## src/rtl/irq_pkg.sv

```systemverilog
// Shared definitions for the interrupt controller: register offsets,
// FSM state encoding, well-known source indices and a mask helper.
// Imported by irq_controller and irq_priority_encoder.
package irq_pkg;

   // Maximum number of sources the register map can hold.
   localparam int MAX_IRQ = 16;

   // Register offsets from the block base address.
   localparam logic [2:0] OFF_PRIO0    = 3'd0;
   localparam logic [2:0] OFF_PRIO1    = 3'd1;
   localparam logic [2:0] OFF_PRIO2    = 3'd2;
   localparam logic [2:0] OFF_PRIO3    = 3'd3;
   localparam logic [2:0] OFF_ENABLE_L = 3'd4;
   localparam logic [2:0] OFF_ENABLE_H = 3'd5;
   localparam logic [2:0] OFF_ACTIVE_L = 3'd6;
   localparam logic [2:0] OFF_ACTIVE_H = 3'd7;

   // Request handshake states.
   typedef enum logic [1:0] {
      ST_IDLE = 2'd0,
      ST_REQ  = 2'd1,
      ST_GAP  = 2'd2
   } irq_state_t;

   // Source wiring on the system bus.
   localparam int SRC_TIMER_L_UF = 0;
   localparam int SRC_TIMER_H_UF = 1;
   localparam int SRC_TIMER_CMP  = 2;
   localparam int SRC_RTC        = 3;
   localparam int SRC_KEY0       = 4;
   localparam int SRC_KEY1       = 5;
   localparam int SRC_KEY2       = 6;
   localparam int SRC_KEY3       = 7;

   // Widen a per-source mask into a per-priority-field mask (2 bits each).
   function automatic logic [31:0] spread2(input logic [15:0] m);
      logic [31:0] r;
      r = '0;
      for (int i = 0; i < MAX_IRQ; i++) begin
         r[2*i +: 2] = {m[i], m[i]};
      end
      return r;
   endfunction

endpackage

```

## src/rtl/irq_priority_encoder.sv

```systemverilog
// Picks the highest-priority candidate source; ties go to the lowest index.
// Purely combinational, zero latency.
// No flow control; output valid whenever any candidate bit is set.
module irq_priority_encoder
   import irq_pkg::*;
(
   input  logic [15:0] cand,
   input  logic [31:0] prio,
   output logic [3:0]  win_idx,
   output logic [1:0]  win_level,
   output logic        win_valid
);

   logic [1:0] best;

   // Scan upward; a strictly greater level is needed to replace the current
   // best, so the lowest index keeps a tie.
   always_comb begin
      best      = 2'd0;
      win_idx   = 4'd0;
      win_valid = 1'b0;
      for (int i = 0; i < MAX_IRQ; i++) begin
         if (cand[i] && (prio[2*i +: 2] > best)) begin
            best      = prio[2*i +: 2];
            win_idx   = 4'(i);
            win_valid = 1'b1;
         end
      end
      win_level = best;
   end

endmodule

```

## src/rtl/irq_controller.sv

```systemverilog
// Latches peripheral IRQ pulses, arbitrates by enable/priority/mask, and
// posts one vector at a time to the CPU. Pulse to irq_req: 2 cycles.
// CPU backpressure via req/ack; a posted request is held until ack or withdrawal.
module irq_controller
   import irq_pkg::*;
#(
   parameter int          NUM_IRQ     = 16,
   parameter logic [4:0]  VECTOR_BASE = 5'h03,
   parameter logic [23:0] REG_BASE    = 24'h2020
)(
   input  logic               clk,
   input  logic               reset,
   input  logic [NUM_IRQ-1:0] irq_in,
   input  logic               bus_write,
   input  logic               bus_read,
   input  logic [23:0]        bus_address_in,
   input  logic [7:0]         bus_data_in,
   output logic [7:0]         bus_data_out,
   input  logic [1:0]         cpu_mask_level,
   output logic               irq_req,
   output logic [4:0]         irq_vector,
   output logic [1:0]         irq_level,
   input  logic               cpu_ack
);

   // Storage is sized for the full map; bits of absent sources are forced 0.
   localparam logic [15:0] SRC_MASK  = 16'((32'd1 << NUM_IRQ) - 32'd1);
   localparam logic [31:0] PRIO_MASK = spread2(SRC_MASK);

   logic [31:0] prio;
   logic [15:0] enable;
   logic [15:0] active;
   logic [15:0] irq_ext;
   logic [15:0] cand;
   logic [15:0] bus_clr;
   logic [15:0] ack_clr;
   logic [23:0] off;
   logic        in_win;
   logic        wr_hit;
   logic [3:0]  enc_idx;
   logic [1:0]  enc_level;
   logic        enc_valid;
   logic [3:0]  win_idx_q;
   irq_state_t  state;

   assign irq_ext = 16'(irq_in);
   assign off     = bus_address_in - REG_BASE;
   assign in_win  = (bus_address_in >= REG_BASE) && (off < 24'd8);
   assign wr_hit  = bus_write && in_win;

   // Candidate: pending, enabled, non-zero priority above the CPU mask.
   always_comb begin
      cand = '0;
      for (int i = 0; i < MAX_IRQ; i++) begin
         cand[i] = active[i] && enable[i] && (prio[2*i +: 2] != 2'd0)
                   && (prio[2*i +: 2] > cpu_mask_level);
      end
   end

   irq_priority_encoder u_enc (
      .cand      (cand),
      .prio      (prio),
      .win_idx   (enc_idx),
      .win_level (enc_level),
      .win_valid (enc_valid)
   );

   // Read mux, qualified by the read strobe; unmapped addresses return 0.
   always_comb begin
      bus_data_out = 8'h00;
      if (bus_read && in_win) begin
         case (off[2:0])
            OFF_PRIO0:    bus_data_out = prio[7:0];
            OFF_PRIO1:    bus_data_out = prio[15:8];
            OFF_PRIO2:    bus_data_out = prio[23:16];
            OFF_PRIO3:    bus_data_out = prio[31:24];
            OFF_ENABLE_L: bus_data_out = enable[7:0];
            OFF_ENABLE_H: bus_data_out = enable[15:8];
            OFF_ACTIVE_L: bus_data_out = active[7:0];
            default:      bus_data_out = active[15:8];
         endcase
      end
   end

   // Write-one-to-clear masks from the bus and from a CPU acknowledge.
   always_comb begin
      bus_clr = '0;
      ack_clr = '0;
      if (wr_hit && off[2:0] == OFF_ACTIVE_L) bus_clr = {8'h00, bus_data_in};
      if (wr_hit && off[2:0] == OFF_ACTIVE_H) bus_clr = {bus_data_in, 8'h00};
      if (state == ST_REQ && cpu_ack)         ack_clr = 16'h0001 << win_idx_q;
   end

   // Priority and enable registers, written in any FSM state.
   always_ff @(posedge clk) begin
      if (reset) begin
         prio   <= '0;
         enable <= '0;
      end else if (wr_hit) begin
         case (off[2:0])
            OFF_PRIO0:    prio[7:0]    <= bus_data_in & PRIO_MASK[7:0];
            OFF_PRIO1:    prio[15:8]   <= bus_data_in & PRIO_MASK[15:8];
            OFF_PRIO2:    prio[23:16]  <= bus_data_in & PRIO_MASK[23:16];
            OFF_PRIO3:    prio[31:24]  <= bus_data_in & PRIO_MASK[31:24];
            OFF_ENABLE_L: enable[7:0]  <= bus_data_in & SRC_MASK[7:0];
            OFF_ENABLE_H: enable[15:8] <= bus_data_in & SRC_MASK[15:8];
            default: ;
         endcase
      end
   end

   // Pending flags: a new pulse wins over any clear of the same bit.
   always_ff @(posedge clk) begin
      if (reset) active <= '0;
      else       active <= ((active & ~bus_clr & ~ack_clr) | irq_ext) & SRC_MASK;
   end

   // Request handshake; vector and level only change while irq_req is low.
   always_ff @(posedge clk) begin
      if (reset) begin
         state      <= ST_IDLE;
         irq_req    <= 1'b0;
         irq_vector <= 5'd0;
         irq_level  <= 2'd0;
         win_idx_q  <= 4'd0;
      end else begin
         case (state)
            ST_IDLE: begin
               if (enc_valid) begin
                  win_idx_q  <= enc_idx;
                  irq_vector <= VECTOR_BASE + {1'b0, enc_idx};
                  irq_level  <= enc_level;
                  irq_req    <= 1'b1;
                  state      <= ST_REQ;
               end
            end
            ST_REQ: begin
               if (cpu_ack) begin
                  irq_req <= 1'b0;
                  state   <= ST_GAP;
               end else if (!cand[win_idx_q]) begin
                  irq_req <= 1'b0;
                  state   <= ST_IDLE;
               end
            end
            default: begin
               irq_req <= 1'b0;
               state   <= ST_IDLE;
            end
         endcase
      end
   end

endmodule
```

## config.mk

```make
export PLATFORM = sky130hd
export DESIGN_NAME = irq_controller
export DESIGN_NICKNAME = d
export VERILOG_FILES = /design/src/rtl/irq_pkg.sv /design/src/rtl/irq_priority_encoder.sv /design/src/rtl/irq_controller.sv
export SDC_FILE = /design/constraint.sdc
export NUM_CORES = 1
export LEC_CHECK = 0
export CORE_ASPECT_RATIO = 0.9
export CORE_UTILIZATION = 47
export CTS_CLUSTER_DIAMETER = 100
export DETAILED_ROUTE_END_ITERATION = 8
export PLACE_DENSITY = 0.71
export SLEW_MARGIN = 30
export SYNTH_ARGS = -nofsm -noshare
export SYNTH_HDL_FRONTEND = slang
export SYNTH_SLANG_ARGS = --single-unit
export TNS_END_PERCENT = 50
```

## constraint.sdc

```tcl
create_clock -name clk -period 18.45 [get_ports clk]
set_clock_uncertainty 0.05 [all_clocks]
set_input_delay 1.845 -clock clk [delete_from_list [all_inputs] [get_ports clk]]
set_output_delay 1.845 -clock clk [all_outputs]
set_load 0.02 [all_outputs]
```

Word level (Yosys, flattened, before mapping):

Cells that the tools add are included.

* add/subtract/negate cells: 2
* multipliers: 0
* divide/modulo/power cells: 0
* $lt $le $gt $ge: 35
* equality and inequality tests: 10
* shifts and indexed selects: 1
* multiplexer cells: 62
* bitwise gates (word level): 5
* reductions and logical operators: 96

Operators by type and width (count)
* logical AND 1 bit: 70
* > comparator 2 bit: 31
* one-hot mux 8 bit (7 select lines): 1
* 2-to-1 mux 2 bit: 21
* bitwise AND 16 bit: 2
* 2-to-1 mux 16 bit: 2
* 2-to-1 mux 4 bit: 8
* inverter 16 bit: 2
* nonzero test 2 bit: 16
* >= comparator 24 x 14 -> 1 bit, second input constant: 1
* < comparator 24 x 4 -> 1 bit, second input constant: 1
* subtractor 24 x 14 -> 24 bit, second input constant: 1
* 2-to-1 mux 1 bit: 21
* 2-to-1 mux 8 bit: 2
* OR 16 bit: 1
* AND reduction 2 bit: 8
* << shifter 1 x 4 -> 16 bit, first input constant: 1
* equality test 3 bit, second input constant: 4
* 2-to-1 mux 3 bit: 4
* equality test 3 x 2 -> 1 bit, second input constant: 2
* adder 2 x 4 -> 5 bit, first input constant: 1
* < comparator 4 x 5 -> 1 bit, second input constant: 1
* binary-select mux 1 bit (select 4 bit): 1
* one-hot mux 2 bit (2 select lines): 1
* 8 further kinds: 8

* register bits after elaboration: 78
* bits in latches: 0
* memory bits (writable): 0
* memory bits (read-only): 0
* bits of input ports: 55
* output and inout bits: 16
* logic and storage cells: 223
* memories: 0

Depth between registers and ports, before layout:

Gate-level depths: netlist of the first run.

* depth in word-level cells: 52
* depth in mapped cells: 103
* mapped depth without buffers: 103

Cells and area by module:

A second synthesis of the first run with hierarchy kept.

* cells, all modules: 848
* area, all modules: 6446.2 um^2

Modules (own cells, without submodules)
* irq_controller: times used 1, cells each 638, area each 5052.3 um^2
* irq_priority_encoder: times used 1, cells each 210, area each 1393.8 um^2

Worst setup path before layout of the first run:

Ideal clock, no wire load.

* path type: input-to-reg
* from: in cpu_mask_level[1]
* to: reg irq_vector[4]
* library setup time: 0.071 ns
* data arrival time: 19.587 ns
* data required time: 18.329 ns
* slack: -1.258 ns
* cell stages on the path: 99
* path buffers: 0
* path through: inv_1 -> ha_1 -> nor2b_1 -> o2111a_1 -> and2_1 -> ha_1 -> nand2_1 -> o211ai_1 -> or2_1 -> a22oi_1 -> inv_1 -> ha_1 -> or2_2 -> o2111a_1 -> a211oi_1 -> o221a_2 -> inv_1 -> ha_1 -> [63 not listed] -> nand2_2 -> nor2_1 -> a22oi_2 -> ha_1 -> nor2_1 -> a31oi_1 -> o22ai_4 -> or2b_1 -> o22ai_1 -> a21oi_2 -> ha_1 -> a211oi_1 -> nor2_1 -> o211ai_1 -> inv_1 -> ha_1 -> or4_1 -> a21oi_1

* word-level cells in the longest chain between the ends: 50

RTL lines
* from (decl): RTL line irq_controller.sv:19 `input logic [1:0] cpu_mask_level,`
* > comparator 2 bit: RTL line irq_controller.sv:56 `&& (prio[2*i +: 2] > cpu_mask_level);`
* logical AND 1 bit: RTL line irq_controller.sv:56
* logical AND 1 bit: RTL line irq_priority_encoder.sv:23 `if (cand[i] && (prio[2*i +: 2] > best)) begin`
* 2-to-1 mux 2 bit: RTL line irq_priority_encoder.sv:23
* > comparator 2 bit: RTL line irq_priority_encoder.sv:23
* logical AND 1 bit: RTL line irq_priority_encoder.sv:23
* 2-to-1 mux 2 bit: RTL line irq_priority_encoder.sv:23
* > comparator 2 bit: RTL line irq_priority_encoder.sv:23
* [34 not listed]
* 2-to-1 mux 2 bit: RTL line irq_priority_encoder.sv:23
* > comparator 2 bit: RTL line irq_priority_encoder.sv:23
* logical AND 1 bit: RTL line irq_priority_encoder.sv:23
* 2-to-1 mux 2 bit: RTL line irq_priority_encoder.sv:23
* > comparator 2 bit: RTL line irq_priority_encoder.sv:23
* logical AND 1 bit: RTL line irq_priority_encoder.sv:23
* 2-to-1 mux 4 bit / 2-to-1 mux 1 bit (equally long branches): RTL line irq_priority_encoder.sv:23
* adder 2 x 4 -> 5 bit / AND reduction 2 bit (equally long branches)
* to (signal assigned): RTL line irq_controller.sv:131 `irq_vector <= VECTOR_BASE + {1'b0, enc_idx};`
* to (decl): RTL line irq_controller.sv:21 `output logic [4:0] irq_vector,`

Several ways; a longest one is shown, not always the timed one.
A chain may end at the register's enable or synchronous reset.

Worst setup path after layout of the first run:

* from: in cpu_mask_level[1]
* to: reg irq_level[0]

* word-level cells in the longest chain between the ends: 50

RTL lines
* > comparator 2 bit: RTL line irq_controller.sv:56
* logical AND 1 bit: RTL line irq_controller.sv:56
* logical AND 1 bit: RTL line irq_priority_encoder.sv:23
* 2-to-1 mux 2 bit: RTL line irq_priority_encoder.sv:23
* > comparator 2 bit: RTL line irq_priority_encoder.sv:23
* logical AND 1 bit: RTL line irq_priority_encoder.sv:23
* 2-to-1 mux 2 bit: RTL line irq_priority_encoder.sv:23
* > comparator 2 bit: RTL line irq_priority_encoder.sv:23
* [34 not listed]
* 2-to-1 mux 2 bit: RTL line irq_priority_encoder.sv:23
* > comparator 2 bit: RTL line irq_priority_encoder.sv:23
* logical AND 1 bit: RTL line irq_priority_encoder.sv:23
* 2-to-1 mux 2 bit: RTL line irq_priority_encoder.sv:23
* > comparator 2 bit: RTL line irq_priority_encoder.sv:23
* logical AND 1 bit: RTL line irq_priority_encoder.sv:23
* 2-to-1 mux 1 bit: RTL line irq_priority_encoder.sv:23
* AND reduction 2 bit (no source line)
* to (signal assigned): RTL line irq_controller.sv:132 `irq_level <= enc_level;`
* to (decl): RTL line irq_controller.sv:22 `output logic [1:0] irq_level,`

Several ways; a longest one is shown, not always the timed one.

==> impl_results.md, run 1 <==
* Slew margin rel. at 0.304
* Critical R2R Launch: prio[1]
* Hold Crit Depth at 2
* Hold path start: irq_vector[4]
* RSZ-0062 raised after global routing: true
* Initial drt markers at 675
* Multi-input gate area at 0.00505 mm^2
* Synth Area in Compound Gates at 0.255
* CTS H-tree lvls at 3
* Dpl hpwl at 16400 um
* Register-to-Register Path Depth at 98
* Crit path max-delay family: compound AO/OA/AOI/OAI gates
* Clock net sink count at 77
* Vias in the first global route at 6558
* Syn Nets at 902
* Failing checks: setup timing
* FMAX at 54.2 MHz
* # IOs at 71
* Synth area leader: dfxtp_1
* CP max FO at 5
* Placed inst area at 0.00780 mm^2
* Synth Area in Adders at 0.0994
* Main combinational cell family by area after synthesis: simple AND/OR/NAND/NOR gates
* Largest cells by area after synthesis: dfxtp_1 24%, ha_1 9.9%, mux2i_1 8.6%
* Placeable Area at 0.0133 mm^2
* Period Utilization, post-route at 1.00
* Cell variety after synth at 99
* Status: finished with violations
* Peak VDD IR at 0.0507 mV
* WL final at 22800 um
* GRT Overall Usage at 0.316
* Crit-path most repeated cell: ha_4
* Setup crit start kind: input port
* Tot Pwr at 0.414 mW
* # diodes at 0
* Hold_buf cts at 0
* Worst r2r dst: irq_level[0]
* Mux cell area share after synthesis at 0.102
* Post-Synth Simple-Gate Area at 0.255
* WL per Instance at 20.6 um
* Commonest cells after routing, fill and taps aside: 129 x nor2_1, 83 x buf_4, 77 x dfxtp_1
* Ys async rst share at 0
* Drc violations at 0
* Tmin final at 18.46 ns
* Register area at 0.00154 mm^2
* Pre-Repair DR Iteration Count at 5
* Pleak at 3.32 nW
* Hold endpoint: irq_vector[4]
* Worst path depth at 100
* CTS tree: built
* Critical Path Sink Type: register
* Worst Tran Pin Value at 1.04 ns
* Synth Area in XOR/XNOR at 0.00273
* Total grt overflow at 0
* Reg2Reg Setup Slack at 1.06 ns
* Max clock buf depth at 2
* Worst hold slack at 0.449 ns
* Number of synthesized flops with an enable pin at 0
* Critical path's largest stage delay at 0.52 ns
* CTS Buf Count at 9
* Vias at 6886
* Critical path class: input port to register
* First-pass GRT wire length at 34800 um
* Die width at 125 um
* Die Ht at 113 um
* Synthesis-stage register bit count at 77
* Clk slew on worst S/H paths at 0.06 ns
* Cell area after synthesis at 0.00642 mm^2
* Slowest CP cell: or4_4
* Fillers at 1138
* Final Hold Vio Count at 0
* Pwr dens at 47.9 mW/mm^2
* Antenna-violating nets left at 0
* Largest net degree at the start of global routing at 77
* Via/cell ratio at 6.24
* Commonest non-fill, non-tap cell in the layout: nor2_1
* Yosys warning total at 0
* Hold WC Path Type: register to register
* Synth top area share at 0.240
* CP required at 18.59 ns
* Final setup fails at 1
* Port Buffers at 70
* Slew Limit Fails at 0
* Placer congestion estimate at 0.947
* Setup ws final at -0.00614 ns
* Final #Nets at 1037
* Die area at 0.0141 mm^2
* Share of cells above drive strength 1 at 0.263
* Max Cap Viol at 0
* Post-synthesis sequential area ratio at 0.240
* Cells after Synth at 796
* Clk root buf: clkbuf_16
* CP Buf/Inv Count at 10
* Initial antenna violation count at 0
* Most used DFF post-synth: dfxtp_1
* Clock latency on the worst-skew pair at 0.35 ns
* # rows at 40
* Initial Util at 0.482
* Design area at 0.00864 mm^2
* Area growth, synth to finish at 34.7%
* Mapped Avg Cell Area at 8.06 um^2
* Crit path arrival time at 18.60 ns
## cell type report
class | count | area share
multi-input combinational | 646 | 0.584
sequential | 77 | 0.178
timing repair buffer | 157 | 0.157
clock buffer | 10 | 0.0276
tap | 168 | 0.0243
inverter | 40 | 0.0184
clock inverter | 6 | 0.00999
## through the flow
stage / std cells / setup slack, ns / TNS, ns / util
5_1_grt: 1104 / -0.784 / -8.27 / 0.649
3_3_place_gp: 1065 / -0.551 / -5.20 / 0.586
4_1_cts: 1088 / -0.618 / -4.99 / 0.619
6_report: 1104 / -0.00614 / -0.00614 / 0.649
3_5_place_dp: 1065 / -1.23 / -12.98 / 0.586
2_1_floorplan: 796 / -0.237 / -0.325 / -
## power by group
part / internal, mW / switching [mW] / total (mW)
clock: 0.122 / 0.0763 / 0.198
sequential: 0.169 / 0.00296 / 0.172
combinational: 0.0198 / 0.0244 / 0.0442
total: 0.310 / 0.104 / 0.414
## worst max path at each step
| stage | from | to | slack, ns |
|---|---|---|---|
| after floorplan | cpu_mask_level[1] | irq_vector[4] | -0.24 |
| after global placement | cpu_mask_level[1] | irq_vector[4] | -0.55 |
| after detailed placement | cpu_mask_level[1] | irq_vector[4] | -1.23 |
| after CTS | cpu_mask_level[1] | irq_vector[4] | -0.62 |
| after global routing | cpu_mask_level[1] | irq_level[0] | -0.78 |
| final | cpu_mask_level[1] | irq_level[0] | -0.006 |
## flip-flops by register name, summed over array words and instances (netlist names)
name and cells:
prio 32, active 16, enable 16, win_idx_q 4, irq_level 2, irq_vector 5
state 2
## cells by family after synthesis
logic type / Yosys count
buf+inv: 73
flops: 77
fa+ha+maj: 51
compound gates: 208
xor+xnor: 2
mux: 62
simple gates: 323
## repair_timing
action,CTS,global route
buffers inserted,6,16
resized for setup,17,55
cloned,1,0
pin swaps,9,29
endpoints found under the setup margin,12,12
## cells in the mapped netlist, types with 3 or more instances
master	n
o21ai_0	38
nor4_1	7
o211ai_2	4
nor2_2	3
nand2b_1	7
o221ai_1	5
nor3_1	9
o21ai_1	3
mux2i_1	55
a221oi_1	5
nand3_1	12
nor2_1	142
a31oi_1	9
inv_1	38
dfxtp_1	77
nand2_1	60
or4_1	5
a211oi_2	3
o2111ai_2	7
nand3b_1	3
and2_2	3
o31ai_1	6
o22ai_1	5
a211oi_1	7
o2111ai_1	10
mux2_2	5
ha_1	51
nor2b_1	14
o211ai_1	8
o211a_1	7
nand4_1	4
o2111a_1	3
nand4b_1	3
a21oi_1	46
or2_2	6
nor3b_1	6
a21boi_0	3
and2_1	11
a22oi_1	4
clkbuf_1	28
## layer usage
metal  vias to the layer above  track usage  share of wire
met4                         0        0.144          0.036
li1                       3201            -              -
met2                       320        0.509           0.46
met1                      3299        0.420           0.45
met5                         -            0              0
met3                        66       0.0482          0.060
## worst min-delay path, cell delays in order (launching register included)
cell and delay [ns]:
dfxtp_1 0.32, nand2b_1 0.07, a21oi_1 0.06
Power figures use the tool's default switching activity.
==> run 2, diff against run 1 <==
CORE_UTILIZATION = 52   (was 47)
PLACE_DENSITY = 0.77   (was 0.71)
==> impl_results.md, run 2 (synthesis results as in run 1) <==
* Die Ht at 107 um (-4.8%)
* Hold path start: irq_vector[4]
* Critical R2R Launch: prio[1]
* Drc violations at 0 (unchanged)
* Die area at 0.0128 mm^2 (-9.5%)
* GRT Overall Usage at 0.342 (+0.0252)
* Commonest cells after routing, fill and taps aside: 128 x nor2_1, 82 x buf_4, 77 x dfxtp_1
* Largest net degree at the start of global routing at 77 (unchanged)
* Hold endpoint: irq_vector[4]
* Hold WC Path Type: register to register
* WL final at 22600 um (-0.86%)
* Vias at 6903 (+0.25%)
* Finished Core Util at 0.711 (+0.0621)
* Area growth, synth to finish at 33.4%
* Commonest non-fill, non-tap cell in the layout: nor2_1
* Max clock buf depth at 2 (unchanged)
* Initial drt markers at 670 (-0.74%)
* Clock net sink count at 77 (unchanged)
* Tmin final at 19.21 ns (+0.752 ns)
* Max Cap Viol at 0 (unchanged)
* Clock latency on the worst-skew pair at 0.35 ns (about the same)
* Total grt overflow at 0 (unchanged)
* Register-to-Register Path Depth at 101 (+3.1%)
* Failing checks: setup timing
* WL per Instance at 20.6 um (about the same)
* Placeable Area at 0.0120 mm^2 (-9.6%)
* Max reg flops at 32 (unchanged)
* First-pass GRT wire length at 33700 um (-3.3%)
* Final setup TNS at -8.02 ns (-8.02 ns)
* Antenna-violating nets left at 0 (unchanged)
* Top reg by flops: prio
* Placer congestion estimate at 0.985 (+4.1%)
* Peak VDD IR at 0.0779 mV (+54%)
* CP required at 18.59 ns (about the same)
* Final setup fails at 12 (+11)
* Placed inst area at 0.00778 mm^2 (-0.22%)
* Period Utilization, post-route at 1.04 (+0.0408)
* Biggest regs: prio x32, active x16, enable x16
* Slew margin rel. at 0.317 (+0.0135)
* Initial antenna violation count at 1 (+1)
* Crit-path most repeated cell: ha_1
* Via/cell ratio at 6.30 (+1.1%)
* Design area at 0.00856 mm^2 (-1.0%)
* Port Buffers at 70 (unchanged)
* Die width at 119 um (-4.8%)
* FMAX at 52.1 MHz (-3.9%)
* Pre-Repair DR Iteration Count at 7 (+2)
* Pwr dens at 46.3 mW/mm^2 (-3.3%)
* # diodes at 0 (unchanged)
* Final #Nets at 1037 (unchanged)
* Crit path arrival time at 19.35 ns (+0.75 ns)
* Slowest CP cell: or3_1
* Vias in the first global route at 6640 (+1.3%)
* Critical Path Sink Type: register
* Status: finished with violations
* CTS H-tree lvls at 3 (unchanged)
* # rows at 38 (-5.0%)
* Initial Util at 0.533 (+0.0514)
* CP max FO at 8 (+3)
* Dpl hpwl at 16500 um (+0.55%)
* Worst hold slack at 0.449 ns (+0.0000490 ns)
* Share of cells above drive strength 1 at 0.262 (-0.000788)
* Clk slew on worst S/H paths at 0.06 ns (about the same)
* Critical path class: input port to register
* Setup crit start kind: input port
* Setup slack at placement at -1.31 ns (-0.0824 ns)
* Worst Tran Pin Value at 0.998 ns (-0.0447 ns)
* Critical path's largest stage delay at 0.40 ns (-0.12 ns)
* Tot Pwr at 0.396 mW (-4.3%)
* Final Hold Vio Count at 0 (unchanged)
* Worst r2r dst: irq_level[0]
* Clk root buf: clkbuf_16
* Number of cells in the finished layout apart from fillers at 1095 (-0.82%)
* RSZ-0062 raised after global routing: true
* # IOs at 71 (unchanged)
* Reg2Reg Setup Slack at 0.34 ns (-0.72 ns)
* Slew Limit Fails at 0 (unchanged)
* Setup ws final at -0.758 ns (-0.752 ns)
* Placed Instances at 1056 (-0.85%)
* Hold_buf cts at 0 (unchanged)
* Pleak at 3.31 nW (-0.38%)
* CTS tree: built
* Hold Crit Depth at 2 (unchanged)
* CTS Buf Count at 9 (unchanged)
==> run 2: cell types whose count changed in the layout (fill, tap and decap cells not counted), moves of 2 or more <==
cell      change
ha_4          -3
clkinv_2      -2
o21ai_2       +2
a21oi_2       +3
a21oi_4       -2
nor2_2        +3
inv_6         +2
nor2_4        -2
o21ai_1       -3
nand2_1       +2
ha_1          +3
==> run 2: cell type report <==
class	instances	area [um^2]
Clock buffer	9	225
Clock inverter	6	71.3
Fill cell	910	3470
Inverter	40	159
Multi-Input combinational cell	646	5010
Sequential cell	77	1540
Tap cell	160	200
Timing Repair Buffer	157	1360
==> run 2: worst max-delay path by stage <==
stage | start | endpoint | slack (ns) | cells after the start
2_1_floorplan | cpu_mask_level[1] | irq_vector[4] | -0.24 | 99
3_3_place_gp | cpu_mask_level[1] | irq_vector[4] | -0.43 | 100
3_5_place_dp | cpu_mask_level[1] | irq_vector[4] | -1.31 | 101
4_1_cts | cpu_mask_level[1] | irq_vector[4] | -0.96 | 101
5_1_grt | cpu_mask_level[1] | irq_level[0] | -1.60 | 102
6_report | cpu_mask_level[1] | irq_level[0] | -0.76 | 102
==> run 2: what timing repair did <==
item | in CTS | in global routing
pin swaps | 1 | 54
endpoints found under the setup margin | 12 | 12
buffers inserted | 4 | 19
resized for setup | 6 | 61
cloned | 0 | 1
==> run 2: report_power, final <==
| part | total (mW) | internal (mW) | leakage (nW) | switching (mW) |
|---|---|---|---|---|
| clock | 0.181 | 0.105 | 0.139 | 0.0753 |
| combinational | 0.0441 | 0.0196 | 2.55 | 0.0245 |
| sequential | 0.172 | 0.169 | 0.625 | 0.00296 |
==> run 2: routing by layer <==
layer	track usage	vias up	wire [um]
met2	0.567	335	10300
met4	0.156	0	920
met5	0	-	0
li1	-	3197	-
met3	0.0662	79	1720
met1	0.427	3292	9620
==> run 2: critical path, delay by kind of cell <==
| family | cells | cell delay, ns |
|---|---|---|
| and+or+nand+nor | 37 | 5.43 |
| muxes | 1 | 0.23 |
| AOI/OAI and AO/OA | 38 | 6.58 |
| adders and majority gates | 16 | 4.32 |
| buffers and inverters | 10 | 0.89 |
